`src/rtl/seq6_pkg.sv`:
```
// Shared constants, controller state type and next-code helper for the
// modulo-6 sequence counter and its run controller.
package seq6_pkg;

  localparam logic [2:0] SEQ_S0 = 3'b010;
  localparam logic [2:0] SEQ_S1 = 3'b011;
  localparam logic [2:0] SEQ_S2 = 3'b111;
  localparam logic [2:0] SEQ_S3 = 3'b110;
  localparam logic [2:0] SEQ_S4 = 3'b100;
  localparam logic [2:0] SEQ_S5 = 3'b000;

  typedef enum logic [1:0] {
    IDLE  = 2'd0,
    RUN   = 2'd1,
    PAUSE = 2'd2
  } run_state_e;

  // Illegal codes (001, 101) fall back to the sequence start.
  function automatic logic [2:0] seq6_next(input logic [2:0] cur);
    logic [2:0] nxt;
    case (cur)
      SEQ_S0:  nxt = SEQ_S1;
      SEQ_S1:  nxt = SEQ_S2;
      SEQ_S2:  nxt = SEQ_S3;
      SEQ_S3:  nxt = SEQ_S4;
      SEQ_S4:  nxt = SEQ_S5;
      SEQ_S5:  nxt = SEQ_S0;
      default: nxt = SEQ_S0;
    endcase
    return nxt;
  endfunction

endpackage

```
`src/rtl/seq6_core.sv`:
```
// Modulo-6 sequence counter with step enable, synchronous clear and a
// registered wrap pulse on the 000 -> 010 step.
module seq6_core
  import seq6_pkg::*;
(
  input  logic       clk,
  input  logic       rst_n,
  input  logic       en,
  input  logic       clr,
  output logic [2:0] q,
  output logic       wrap
);

  logic [2:0] r_q;
  logic       r_wrap;

  always_ff @(posedge clk) begin
    if (!rst_n) begin
      r_q    <= SEQ_S0;
      r_wrap <= 1'b0;
    end else if (clr) begin
      r_q    <= SEQ_S0;
      r_wrap <= 1'b0;
    end else if (en) begin
      r_q    <= seq6_next(r_q);
      r_wrap <= (r_q == SEQ_S5);
    end else begin
      r_wrap <= 1'b0;
    end
  end

  assign q    = r_q;
  assign wrap = r_wrap;

endmodule

```
`src/rtl/seq6_run_ctrl.sv`:
```
// Runs the modulo-6 sequence counter for N full sequences with hold/abort,
// reporting busy, remaining count and a completion pulse.
//
// state | meaning
// IDLE  | waiting for start; q parked at 010
// RUN   | stepping one code per cycle
// PAUSE | hold seen; q and remaining frozen
module seq6_run_ctrl
  import seq6_pkg::*;
#(
  parameter int LEN_W = 8
) (
  input  logic             clk,
  input  logic             rst_n,
  input  logic             start,
  input  logic [LEN_W-1:0] cycles,
  input  logic             hold,
  input  logic             abort,
  output logic [2:0]       q,
  output logic             wrap,
  output logic             busy,
  output logic             done,
  output logic [LEN_W-1:0] remaining
);

  run_state_e       r_state;
  run_state_e       w_state_nxt;
  logic [LEN_W-1:0] r_remaining;
  logic [LEN_W-1:0] w_remaining_nxt;
  logic             r_done;
  logic             w_done_nxt;
  logic             r_busy;
  logic             w_en;
  logic             w_clr;
  logic [2:0]       w_q;

  seq6_core u_core (
    .clk   (clk),
    .rst_n (rst_n),
    .en    (w_en),
    .clr   (w_clr),
    .q     (w_q),
    .wrap  (wrap)
  );

  always_ff @(posedge clk) begin
    if (!rst_n) begin
      r_state     <= IDLE;
      r_remaining <= '0;
      r_done      <= 1'b0;
      r_busy      <= 1'b0;
    end else begin
      r_state     <= w_state_nxt;
      r_remaining <= w_remaining_nxt;
      r_done      <= w_done_nxt;
      r_busy      <= (w_state_nxt != IDLE);
    end
  end

  always_comb begin
    w_state_nxt     = r_state;
    w_remaining_nxt = r_remaining;
    w_done_nxt      = 1'b0;
    w_en            = 1'b0;
    w_clr           = 1'b0;
    case (r_state)
      IDLE: begin
        if (start) begin
          if (cycles != '0) begin
            w_state_nxt     = RUN;
            w_remaining_nxt = cycles;
          end else begin
            w_done_nxt = 1'b1;
          end
        end
      end
      RUN, PAUSE: begin
        if (abort) begin
          w_clr           = 1'b1;
          w_state_nxt     = IDLE;
          w_remaining_nxt = '0;
        end else if (hold) begin
          w_state_nxt = PAUSE;
        end else begin
          w_en        = 1'b1;
          w_state_nxt = RUN;
          // The 000 -> 010 step closes one sequence; the last one ends the run.
          if (w_q == SEQ_S5) begin
            if (r_remaining <= LEN_W'(1)) begin
              w_remaining_nxt = '0;
              w_done_nxt      = 1'b1;
              w_state_nxt     = IDLE;
            end else begin
              w_remaining_nxt = r_remaining - LEN_W'(1);
            end
          end
        end
      end
      default: w_state_nxt = IDLE;
    endcase
  end

  assign q         = w_q;
  assign busy      = r_busy;
  assign done      = r_done;
  assign remaining = r_remaining;

endmodule

```
`config.mk`:
```
export PLATFORM = sky130hd
export DESIGN_NAME = seq6_run_ctrl
export DESIGN_NICKNAME = d
export VERILOG_FILES = /design/src/rtl/seq6_pkg.sv /design/src/rtl/seq6_core.sv /design/src/rtl/seq6_run_ctrl.sv
export SDC_FILE = /design/constraint.sdc
export NUM_CORES = 1
export LEC_CHECK = 0
export CORE_MARGIN = 3
export CORE_UTILIZATION = 45
export CTS_CLUSTER_DIAMETER = 100
export CTS_CLUSTER_SIZE = 8
export DETAILED_ROUTE_END_ITERATION = 8
export PLACE_DENSITY = 0.75
export SYNTH_ARGS = -nofsm -noshare
export SYNTH_HDL_FRONTEND = slang
export SYNTH_SLANG_ARGS = --single-unit
export TNS_END_PERCENT = 10
```
`constraint.sdc`:
```
create_clock -name clk -period 2.6 [get_ports clk]
set_input_delay 0.26 -clock clk [delete_from_list [all_inputs] [get_ports clk]]
set_output_delay 0.26 -clock clk [all_outputs]
set_load 0.05 [all_outputs]
```
# Word-level counts from Yosys, hierarchy flattened
# Cells that the tools add are included.
dict set report op_classes {
  n_bitwise 2
  order_cmp 1
  n_mux 27
  eq_ne 11
  reduce_logical 9
  addsub 1
}
# op n
set op_table {}
lappend op_table {{$mux W8} 6}
lappend op_table {{$pmux W8 S2} 1}
lappend op_table {{$pmux W3 S5} 1}
lappend op_table {{$mux W1} 13}
lappend op_table {{$eq A3 B3 Y1 const B} 3}
lappend op_table {{$le A8 B1 Y1 const B} 1}
lappend op_table {{$mux W2} 4}
lappend op_table {{$reduce_bool A8 Y1} 1}
lappend op_table {{$sub A8 B1 Y8 const B} 1}
lappend op_table {{$eq A3 B2 Y1 const B} 2}
lappend op_table {{$ne A3 B3 Y1 const B} 2}
lappend op_table {{$reduce_and A5 Y1} 1}
lappend op_table {{$ne A2 B2 Y1 const B} 2}
lappend op_table {{$pmux W2 S2} 1}
lappend op_table {{$reduce_bool A2 Y1} 2}
lappend op_table {{$reduce_or A2 Y1} 2}
lappend op_table {{$logic_not A3 Y1} 1}
lappend op_table {{$reduce_or A3 Y1} 1}
lappend op_table {{$eq A2 B1 Y1 const B} 1}
lappend op_table {{$eq A2 B2 Y1 const B} 1}
lappend op_table {{$logic_not A2 Y1} 1}
lappend op_table {{$not A1 Y1} 2}
lappend op_table {{$pmux W1 S2} 1}
dict set report word_totals {
  ff_bits 16
  output_inout_bits 14
}

# Longest topological paths before layout
dict set report depth {
  depth_word 7
  ltp_mapped 6
  depth_no_buf 6
}

# Cells and area by module
# A second synthesis with hierarchy kept.
dict set report hier_totals {
  cells_unflattened 123
  hier_area_um2 1032.2
}
# mod seq_area_each_um2 area_each_um2 instances cells_per_inst
set by_module_without_submodules {}
lappend by_module_without_submodules {seq6_run_ctrl 240.2 864.6 1 108}
lappend by_module_without_submodules {seq6_core 80.1 167.7 1 15}

# Worst setup path before layout
# OpenSTA, ideal clock, no wires.
dict set report synth_path {
  path_type {register to register}
  from {register r_remaining[0], in the netlist remaining[0]}
  to {register r_remaining[0], in the netlist remaining[0]}
  stages_incl_launch_ff 7
  n_path_buf 0
  required_time_ns 2.505
  setup_ns 0.095
  arrival_ns 1.972
  path_slack_ns 0.532
  cell_sequence {dfxtp_1 -> inv_1 -> ha_1 -> or2_4 -> a31oi_4 -> a221oi_1 -> a221oi_1}
}
dict set report synth_via {
  elab_chain_cells 6
  word_cells_on_any_way 7
  classes_between {add/sub (1); order compare (1); mux (5)}
}
# element line
set synth_rtl {}
lappend synth_rtl {{start, declared} seq6_run_ctrl.sv:28} ;# logic [LEN_W-1:0] r_remaining;
lappend synth_rtl {{start signal, assigned} seq6_run_ctrl.sv:54} ;# r_remaining <= w_remaining_nxt;
lappend synth_rtl {{$sub A8 B1 Y8 or $le A8 B1 Y1 (tied branches)} {seq6_run_ctrl.sv:94, seq6_run_ctrl.sv:89}}
lappend synth_rtl {{$mux W8 *} seq6_run_ctrl.sv:89} ;# if (r_remaining <= LEN_W'(1)) begin
lappend synth_rtl {{$mux W8 *} seq6_run_ctrl.sv:88} ;# if (w_q == SEQ_S5) begin
lappend synth_rtl {{$mux W8 *} seq6_run_ctrl.sv:82} ;# end else if (hold) begin
lappend synth_rtl {{$mux W8 *} seq6_run_ctrl.sv:78} ;# if (abort) begin
lappend synth_rtl {{$pmux W8 S2 *} seq6_run_ctrl.sv:66} ;# case (r_state)
# Every way passes the cells marked *; elsewhere a longest branch is shown, timed or not. The select of a mux whose other input is x is not followed.
# A chain may end at the register's enable or synchronous reset.

# Final worst setup path
# Same ends and word-level chain as after synthesis.

==> impl_summary.txt <==
----------------------------------------------------
[Hold path]
  Number of instances on the worst hold path ... 2
  Class of the tightest hold or removal check ... reg -> reg

[Layout]
  Area taken by flip-flops and latches ... 320 sq um
  Layout cells sized above 1 ... 11.0%
  Post-layout nets ... 163
  Antenna fix cells ... 0
  Area of the multi-input gates ... 663 sq um
  Signed area change from the synthesized netlist to the final layout ... 29.7%
  Layout fillers ... 192

[Synthesis]
  Area share of the largest cell type after synthesis ... 30.6%
  Seq cells post-synth ... 16
  Flip-flop cell with the highest count after synthesis ... dfxtp_1
  Dominant cell by count in the synthesized netlist ... dfxtp_1
  Synth area leaders ... dfxtp_1 31%, a221oi_1 7.5%, ha_1 4.8%
  Share of the yosys chip area belonging to registers ... 30.6%
  Proportion of register bits with asynchronous set or reset after synthesis ... 0%
  Warnings from Yosys ... 0
  Cells after Synth ... 118
  Yosys cell types ... 43
  EDFF count, synth ... 0
  Area of the mapped netlist ... 1050 sq um
  Post-synthesis cell type with the largest combined area ... dfxtp_1
  Post-synth top cells ... 16 x dfxtp_1, 12 x inv_1, 12 x nand2_1
  Post-Syn Nets ... 135
  Mean cell area of the mapped netlist ... 8.88 sq um

[Run]
  Max-cap check violation count ... 0

[Die]
  Starting density of the core ... 50.3%
  Die area ... 2940 sq um
  Die height ... 54.2 um
  Die width ... 54.2 um
  Area of the placeable core ... 2080 sq um
  I/O pin count ... 27
  Count of standard-cell rows ... 16

[Routing]
  DR iter-0 viols ... 31
  DRC ... 0
  DRT Pass-1 Iters ... 4
  Total via count after detailed routing ... 1,066
  Avg WL per Cell ... 15.6 um
  Detail Route Antenna Nets ... 0
  Routed vias/inst ... 6.20
  Post-Route WL ... 2.68 mm

[Setup path]
  Arrival time reported for the critical path endpoint ... 2140 ps
  Cell breakdown of the critical path ... inv_1 -> ha_1 -> or2_4 -> a31oi_4 -> a221oi_1 -> a221oi_1
  Critical Path Stages ... 6
  Critical setup path kind ... reg -> reg
  Buffer and inverter count on the worst path ... 1
  CP startpoint kind ... register
  Slowest cell on crit path ... dfxtp_1
  Most prevalent standard cell on the critical path ... a221oi_1
  Maximum fanout encountered on the critical timing path ... 10
  Critical Path RT ... 2810 ps
  Top delay family on crit path ... compound AO/OA/AOI/OAI gates
  Path depth of the worst reg2reg path ... 6
  Element type at the critical path end ... register
  Maximum cell stage delay along the critical path ... 420 ps

[CTS]
  Gates resized, CTS repair ... 0
  Clock tree from TritonCTS ... yes
  Total number of H-tree levels ... 1
  Total CTS buffers ... 3
  Insertion delay to the later sink of the worst-skew pair ... 300 ps
  CTS Hold Bufs ... 0
  Sinks on Clock Net ... 16
  Clock tree root driver cell ... clkbuf_4
  Number of post-CTS setup repair buffers ... 0
  Buffers from clock root to sink, at most ... 2
  Clk pin slew, worst setup/hold paths ... 110 ps

[Timing]
  Worst max-slew margin expressed relative to the limit ... 66.7%
  Unrepaired setup endpoints after global routing ... false
  Max Freq ... 518 MHz
  Final Hold Viols ... 0
  Number of pins exceeding their max-slew limit in the final report ... 0
  Hold_ws ... 519 ps
  Maximum clock skew at final layout ... 12.2 ps
  Sum Neg Setup Slack ... 0 ps
  Final setup viols ... 0
  Min Tclk post-route ... 1930 ps
  Final Worst Setup Slack ... 671 ps
  Final worst-path cycle share ... 74.2%
  Pin slew with the least headroom to its limit ... 498 ps

[Global route]
  Largest net degree at the start of global routing ... 14
  First-pass GRT wire length ... 4.35 mm
  GRT Residual Overflow ... 0
  GRT Total Usage ... 20.4%
  Via count of the first global-routing pass ... 955
  Number of antenna violations at the first check in global routing ... 0

[Pwr]
  Peak supply drop ... 0.000456 V
  Power per Cell Area ... 642 nW/um^2
  Static leakage power ... 0.000499 uW
  Total power after layout ... 872 uW

[Placed design]
  Post-place setup slack ... 566 ps
  Estimated wirelength of the detail-placed design ... 1.99 mm
  Input/output buffers ... 26
  Final Wtd Congestion ... 0.878

[Outcome]
  Result of the run ... completed

----------------------------------------------------
## metal layers
| metal | vias to the layer above | global-route usage, % | part of all wire, % |
|---|---|---|---|
| li1 | 515 | - | - |
| met1 | 486 | 28.8 | 44 |
| met2 | 56 | 30.3 | 45 |
| met3 | 9 | 3.27 | 9.4 |
| met4 | 0 | 8.71 | 2.1 |
| met5 | - | 0 | 0 |
## power breakdown
group / internal, uW / switching [uW]
combinational: 158 / 243
clock: 85.3 / 86.2
sequential: 269 / 30.8
total: 512 / 360
## registers in the layout, indices dropped and copies added, names as in the netlist
| signal | flops |
|---|---|
| busy | 1 |
| done | 1 |
| r_state | 2 |
| remaining | 8 |
| u_core.q | 3 |
| u_core.wrap | 1 |
## path summary, 6_finish.rpt
kind	from	to	slack, ps
max reg2reg	remaining[0]$_SDFFE_PN0P_	remaining[0]$_SDFFE_PN0P_	670
min reg2reg	remaining[7]$_SDFFE_PN0P_	remaining[7]$_SDFFE_PN0P_	520
max	remaining[0]$_SDFFE_PN0P_	remaining[0]$_SDFFE_PN0P_	670
min	remaining[7]$_SDFFE_PN0P_	remaining[7]$_SDFFE_PN0P_	520
## cells in the final DEF (no fill, tap or decap), drive strengths merged, types with 3 or more instances in the layout
master	count
a21oi	4
a221oi	9
a32oi	4
clkbuf	4
clkdlybuf4s50	26
dfxtp	16
ha	4
inv	12
nand2	12
nand2b	3
nand3	4
nor2	7
nor3	5
nor4	4
o32ai	5
## logic make-up after synthesis
kind of cell             synth area share (%)
AND/OR/NAND/NOR                          26.2
AO/OA/AOI/OAI                            31.4
buffers and inverters                    6.09
multiplexers                            0.956
flip-flops                               30.6
adder cells (fa/ha/maj)                  4.78
## through the flow
step	area, sq um	instances	util [%]
after floorplan	1050	118	-
after global placement	1320	168	63.5
after detailed placement	1320	168	63.5
after CTS	1360	172	65.3
after global routing	1360	172	65.3
final	1360	172	65.3
## tightest hold or removal path: stages (launching register included)
cell	delay (ps)
dfxtp_1	360
nand2_1	70
o32ai_1	60
## area by class of cell
class,count,area share [%]
clock buffer,4,2.67
inverter,12,3.31
multi-input combinational,87,48.8
sequential,16,23.6
tap,27,2.49
timing repair buffer,26,19.2
Note: power is estimated with default switching activity, not from simulation.
